**config.mk**
```make
export PLATFORM = sky130hd
export DESIGN_NAME = led_mode_ctrl
export DESIGN_NICKNAME = d
export VERILOG_FILES = /design/src/rtl/led_ctrl_pkg.sv /design/src/rtl/btn_debounce.sv /design/src/rtl/led_mode_ctrl.sv
export SDC_FILE = /design/constraint.sdc
export NUM_CORES = 1
export LEC_CHECK = 0
export CAP_MARGIN = 20
export CORE_MARGIN = 5
export CORE_UTILIZATION = 39
export CTS_CLUSTER_DIAMETER = 80
export DETAILED_ROUTE_END_ITERATION = 10
export SYNTH_ARGS = -nofsm -noshare
export SYNTH_HDL_FRONTEND = slang
export SYNTH_HIERARCHICAL = 1
export SYNTH_SLANG_ARGS = --single-unit
```
**constraint.sdc**
```tcl
create_clock -name clock -period 1.8 [get_ports clock]
set_input_delay 0.18 -clock clock [delete_from_list [all_inputs] [get_ports clock]]
set_output_delay 0.18 -clock clock [all_outputs]
set_load 0.03 [all_outputs]
```
**src/rtl/led_ctrl_pkg.sv**
```systemverilog
// led_ctrl_pkg: shared encodings for the LED mode/colour control block.
package led_ctrl_pkg;

    // Working modes of the pattern datapath; encoding 3 is never entered on purpose.
    typedef enum logic [1:0] {
        MODE_FLASH   = 2'd0,
        MODE_SHIFT   = 2'd1,
        MODE_SHIFT2  = 2'd2,
        MODE_ILLEGAL = 2'd3
    } mode_t;

    // Colour selection for the RGB output stage.
    typedef enum logic [1:0] {
        COLOR_RED   = 2'd0,
        COLOR_GREEN = 2'd1,
        COLOR_BLUE  = 2'd2
    } color_t;

    // Positions of the push-buttons within the button vector.
    localparam int BTN_MODE  = 0;
    localparam int BTN_RED   = 1;
    localparam int BTN_GREEN = 2;
    localparam int BTN_BLUE  = 3;

    // Mode sequence FLASH -> SHIFT -> SHIFT2 -> FLASH; the illegal code recovers to FLASH.
    function automatic mode_t next_mode(input mode_t m);
        case (m)
            MODE_FLASH: next_mode = MODE_SHIFT;
            MODE_SHIFT: next_mode = MODE_SHIFT2;
            default:    next_mode = MODE_FLASH;
        endcase
    endfunction

endpackage

```
**src/rtl/btn_debounce.sv**
```systemverilog
// btn_debounce: two-flop synchroniser plus level debouncer for one push-button.
module btn_debounce #(
    parameter int NB_DEBOUNCE  = 20,
    parameter int DEBOUNCE_MAX = 1000000
) (
    input  logic clock,
    input  logic i_reset,
    input  logic i_btn,
    output logic o_stable
);

    localparam logic [NB_DEBOUNCE-1:0] COUNT_LAST = NB_DEBOUNCE'(DEBOUNCE_MAX - 1);

    logic                   sync_meta;
    logic                   sync_level;
    logic                   stable;
    logic [NB_DEBOUNCE-1:0] count;

    // Bring the asynchronous button level into the clock domain.
    // NOTE: clocked state uses non-blocking (<=) so every flop samples pre-edge values.
    always_ff @(posedge clock or posedge i_reset) begin
        if (i_reset) begin
            sync_meta  <= 1'b0;
            sync_level <= 1'b0;
        end else begin
            sync_meta  <= i_btn;
            sync_level <= sync_meta;
        end
    end

    // Accept a new level only after DEBOUNCE_MAX consecutive differing samples.
    always_ff @(posedge clock or posedge i_reset) begin
        if (i_reset) begin
            stable <= 1'b0;
            count  <= '0;
        end else if (sync_level == stable) begin
            count <= '0;
        end else if (count == COUNT_LAST) begin
            stable <= sync_level;
            count  <= '0;
        end else begin
            count <= count + NB_DEBOUNCE'(1);
        end
    end

    assign o_stable = stable;

endmodule

```
**src/rtl/led_mode_ctrl.sv**
```systemverilog
// led_mode_ctrl: debounced buttons -> mode FSM, auto-advance and colour select.
module led_mode_ctrl
    import led_ctrl_pkg::*;
#(
    parameter int NB_SW        = 4,
    parameter int NB_DEBOUNCE  = 20,
    parameter int DEBOUNCE_MAX = 1000000,
    parameter int NB_AUTO      = 5,
    parameter int AUTO_TICKS   = 16
) (
    input  logic             clock,
    input  logic             i_reset,
    input  logic [NB_SW-1:0] i_btn,
    input  logic             i_valid,
    input  logic             i_auto,
    output logic [1:0]       o_mode,
    output logic [1:0]       o_color,
    output logic             o_clear,
    output logic [NB_SW-1:0] o_btn_db
);

    localparam logic [NB_AUTO-1:0] AUTO_LAST = NB_AUTO'(AUTO_TICKS - 1);

    logic [NB_SW-1:0]   btn_db;
    logic [NB_SW-1:0]   btn_db_q;
    logic [NB_SW-1:0]   rise;
    logic [NB_AUTO-1:0] auto_cnt;
    logic               auto_fire;
    logic               advance;
    mode_t              state_q;
    mode_t              state_d;
    logic               clear_d;
    logic               clear_q;
    color_t             color_q;
    color_t             color_d;

    for (genvar gi = 0; gi < NB_SW; gi++) begin : g_btn
        btn_debounce #(
            .NB_DEBOUNCE  (NB_DEBOUNCE),
            .DEBOUNCE_MAX (DEBOUNCE_MAX)
        ) u_debounce (
            .clock    (clock),
            .i_reset  (i_reset),
            .i_btn    (i_btn[gi]),
            .o_stable (btn_db[gi])
        );
    end

    // Delayed copy of the debounced levels for rising-edge detection.
    always_ff @(posedge clock or posedge i_reset) begin
        if (i_reset) begin
            btn_db_q <= '0;
        end else begin
            btn_db_q <= btn_db;
        end
    end

    assign rise      = btn_db & ~btn_db_q;
    assign auto_fire = i_auto && i_valid && (auto_cnt == AUTO_LAST);
    assign advance   = rise[BTN_MODE] || auto_fire;

    // Count i_valid ticks while auto mode is on; restart after any advance.
    always_ff @(posedge clock or posedge i_reset) begin
        if (i_reset) begin
            auto_cnt <= '0;
        end else if (!i_auto || advance) begin
            auto_cnt <= '0;
        end else if (i_valid) begin
            auto_cnt <= auto_cnt + NB_AUTO'(1);
        end
    end

    // Next mode and restart pulse; a simultaneous press and auto tick is one step.
    // NOTE: every always_comb output gets a default first so no latch is inferred.
    always_comb begin
        state_d = state_q;
        if (advance || state_q == MODE_ILLEGAL) begin
            state_d = next_mode(state_q);
        end
        clear_d = (state_d != state_q);
    end

    // Mode state register and its companion restart pulse.
    always_ff @(posedge clock or posedge i_reset) begin
        if (i_reset) begin
            state_q <= MODE_FLASH;
            clear_q <= 1'b0;
        end else begin
            state_q <= state_d;
            clear_q <= clear_d;
        end
    end

    // Colour choice: lowest-index colour button pressed this cycle wins.
    always_comb begin
        color_d = color_q;
        if (rise[BTN_RED]) begin
            color_d = COLOR_RED;
        end else if (rise[BTN_GREEN]) begin
            color_d = COLOR_GREEN;
        end else if (rise[BTN_BLUE]) begin
            color_d = COLOR_BLUE;
        end
    end

    // Colour register.
    always_ff @(posedge clock or posedge i_reset) begin
        if (i_reset) begin
            color_q <= COLOR_RED;
        end else begin
            color_q <= color_d;
        end
    end

    assign o_mode   = state_q;
    assign o_color  = color_q;
    assign o_clear  = clear_q;
    assign o_btn_db = btn_db;

endmodule

```
==> results.toml <==
[clock_network]
clk_latency_ps = 350
hold_buffers = 0
path_clk_slew_ps = 70
htree_levels = 3
cts_buffer_depth = 2
cts_num_sinks = 106
cts_tree = "yes"
cts_root_buffer = "clkbuf_16"
numCtsBuffers = 9

[timing]
relSlewSlack_pct = 60.9
rsz0062_at_grt = "true"
fmax_mhz = 572
report.final.slew_viol_count = 0
skew_ps = 9.82
worst_pin_slew_ps = 586
hold_viol_final = 0
setup_viol = 0
timing.final.crit_period_ps = 1750
fin_crit_sh_pct = 97.2
tns_ps = 0

[critical_path]
rrSetupSlack_ps = 50
worstSetupPathType = "flop to flop"
arrival_ps = 2030
crit_fanout = 6
cp_data_required_time_ps = 2080
critPathLaunchType = "flop"
end_kind = "flop"

[cells_and_area]
syn2layout_area_growth_pct = 19.0
antennaDiodeCount = 0
fin_nets = 553
finalNonFillerCells = 716
drive_gt1_share_pct = 15.6
fin_util_pct = 47.9
fill_cells = 1227

[flow_run]
maxCapViolCount = 0

[placement]
place_congestion = 0.854
io_buffers = 16
dp.cells = 700
dp_hpwl_um = 6470

[grt]
grt_pass1_wl_um = 15800
track_usage_pct = 12.2
grt_remaining_overflow = 0
antenna_found_initial = 0
first_global_vias = 3577
grt_max_degree = 24

[route]
drt_first_pass_iters = 7
drt_iter0_drc = 148
vias = 3560
drcViolationCount = 0
routedWlPerCell_um = 12.8
antenna_left = 0
wl_um = 9140
viasPerCell = 4.97

[power]
internal_power_w = 0.00368
pwr-share-clk_pct = 43.6
power.total_w = 0.00467
p_leak_nw = 2.60
p_seq_share_pct = 52.5
combPwrFrac_pct = 3.9
p_switching_w = 0.000996
powerDensity_nw_per_um2 = 767
swShare_pct = 21.3
peakVddDrop_mv = 0.644

[floorplan]
rows = 41
die_area_sq_um = 15500
coreArea_sq_um = 12700
start_util_pct = 40.2
die_w_um = 125
boundaryPins = 17
die_y_um = 125

[synthesis]
ys_seq_elements = 106
seq_area_frac_synth_pct = 51.8
syn_area_sq_um = 5120
yosys.area.top_type = "dfrtp_1"
ys_types = 36
synth_warnings = 6
synth_top_cell_area_share_pct = 51.8
syn_inst = 486
synth.avg_cell_area_sq_um = 10.5
syn_nets = 500
yosys-top-cells-area = "dfrtp_1, xnor2_1, nor2_1, xor2_1, nand3_1"

[worst_hold_path]
hold_path_class = "input pin to flop"

[run_status]
outcome = "finished clean"
[metrics by stage]
stage / hold slack, ps / instance area, sq um / worst slack [ps]
final: 268 / 6090 / 50.6
after global routing: 261 / 6090 / -5.18
after CTS: 259 / 6020 / 33.4
after detailed placement: 335 / 5710 / 55.9
after global placement: 332 / 5710 / 89.0
after floorplan: 69.2 / 5120 / 181
[worst paths after layout]
| kind | from | cells after the start | to |
|---|---|---|---|
| setup / recovery | g_btn[1].u_debounce/count[12]$_DFF_PP0_ | 4 | g_btn[1].u_debounce/count[17]$_DFF_PP0_ |
| hold / removal | i_btn[2] | 1 | g_btn[2].u_debounce/sync_meta$_DFF_PP0_ |
| setup reg to reg | g_btn[1].u_debounce/count[12]$_DFF_PP0_ | 4 | g_btn[1].u_debounce/count[17]$_DFF_PP0_ |
| hold reg to reg | g_btn[2].u_debounce/sync_meta$_DFF_PP0_ | 0 | g_btn[2].u_debounce/sync_level$_DFF_PP0_ |
| max in group asynchronous | i_reset | 2 | auto_cnt[4]$_DFFE_PP0P_ |
| min in group asynchronous | i_reset | 3 | g_btn[3].u_debounce/count[5]$_DFF_PP0_ |
[worst max-delay path, cell delays in order, from the launching register on]
cell,delay [ps]
dfrtp_1,450
nand4_1,210
or4_1,560
or3_1,320
a21oi_1,140
[cells by family after synthesis]
| kind of cell | share of synthesized area [%] |
|---|---|
| and+or+nand+nor | 26.8 |
| adders and majority gates | 1.47 |
| DFF | 51.8 |
| buffers and inverters | 2.30 |
| AOI/OAI and AO/OA | 3.15 |
| xor gates and xnor gates | 11.5 |
| muxes | 3.03 |
[synthesized netlist by cell type (all sizes together)]
cell,n
mux2i,11
nand4,21
and3,5
or2,1
nor3,20
a31oi,1
buf,5
nor4b,8
nand2b,3
or3,8
and4,8
xnor2,45
a211oi,2
xor2,22
mux2,4
nor2b,3
ha,6
o21ai,12
nand3b,1
nand2,28
inv,23
nand3,24
nor4,20
a21oi,9
dfrtp,106
and2,4
nor2,82
or4,4
[layout make-up]
class | instances | area, sq um | area share, %
sequential | 106 | 2660 | 43.7
multi-input combinational | 352 | 2410 | 39.5
timing repair buffer | 47 | 405 | 6.66
clock buffer | 12 | 267 | 4.38
tap | 172 | 215 | 3.53
inverter | 23 | 86.3 | 1.42
clock inverter | 4 | 48.8 | 0.801
[sequential cells by signal (all words and copies together), names as in the netlist, named ones only]
name / count
g_btn.u_debounce/count: 80
auto_cnt: 5
btn_db_q: 4
g_btn.u_debounce/o_stable: 4
g_btn.u_debounce/sync_level: 4
g_btn.u_debounce/sync_meta: 4
o_color: 2
o_clear: 1
o_mode: 1
[per-layer routing]
metal / part of all wire (%) / global-route usage (%) / vias up
met1: 49 / 15.3 / 1729
met4: 1.9 / 5.87 / 0
met2: 47 / 20.4 / 33
met3: 2.2 / 2.23 / 8
met5: 0 / 0 / -
li1: - / - / 1790
[power groups by stage]
stage	Combinational (W)	Clock, W	Sequential (W)
after floorplan	0.000121	0	0.00249
after global placement	0.000186	0	0.00250
after global routing	0.000208	0.00220	0.00246
final	0.000181	0.00204	0.00245
after detailed placement	0.000187	0	0.00250
after CTS	0.000188	0.00210	0.00245
[cells in the final DEF, fill, tap and decap left out, types with 2 or more instances in the layout]
cell              n
nand2_1          27
inv_1            23
nor4_1           16
nand4_4           6
nand3_1          24
o21ai_2           4
nand4_2           3
clkinv_2          2
clkbuf_8          3
o21ai_0           8
nor2_1           79
ha_1              6
mux2i_1          11
mux2_2            4
nand2b_1          3
dfrtp_1          99
or4_1             4
nor4b_1           7
nor4_4            4
xor2_1           22
nor2_2            3
clkbuf_16         9
nor2b_1           2
and3_1            5
and4_1            8
dfrtp_2           7
a21oi_1           9
nor3_1           20
xnor2_1          45
clkdlybuf4s50_1  16
buf_4            30
or3_1             8
nand4_1          12
and2_1            4
[timing repair]
item,CTS,global route
setup buffers,0,0
resized for setup,0,16
setup endpoints to repair,0,9
Note: power is estimated with default switching activity, not from simulation.
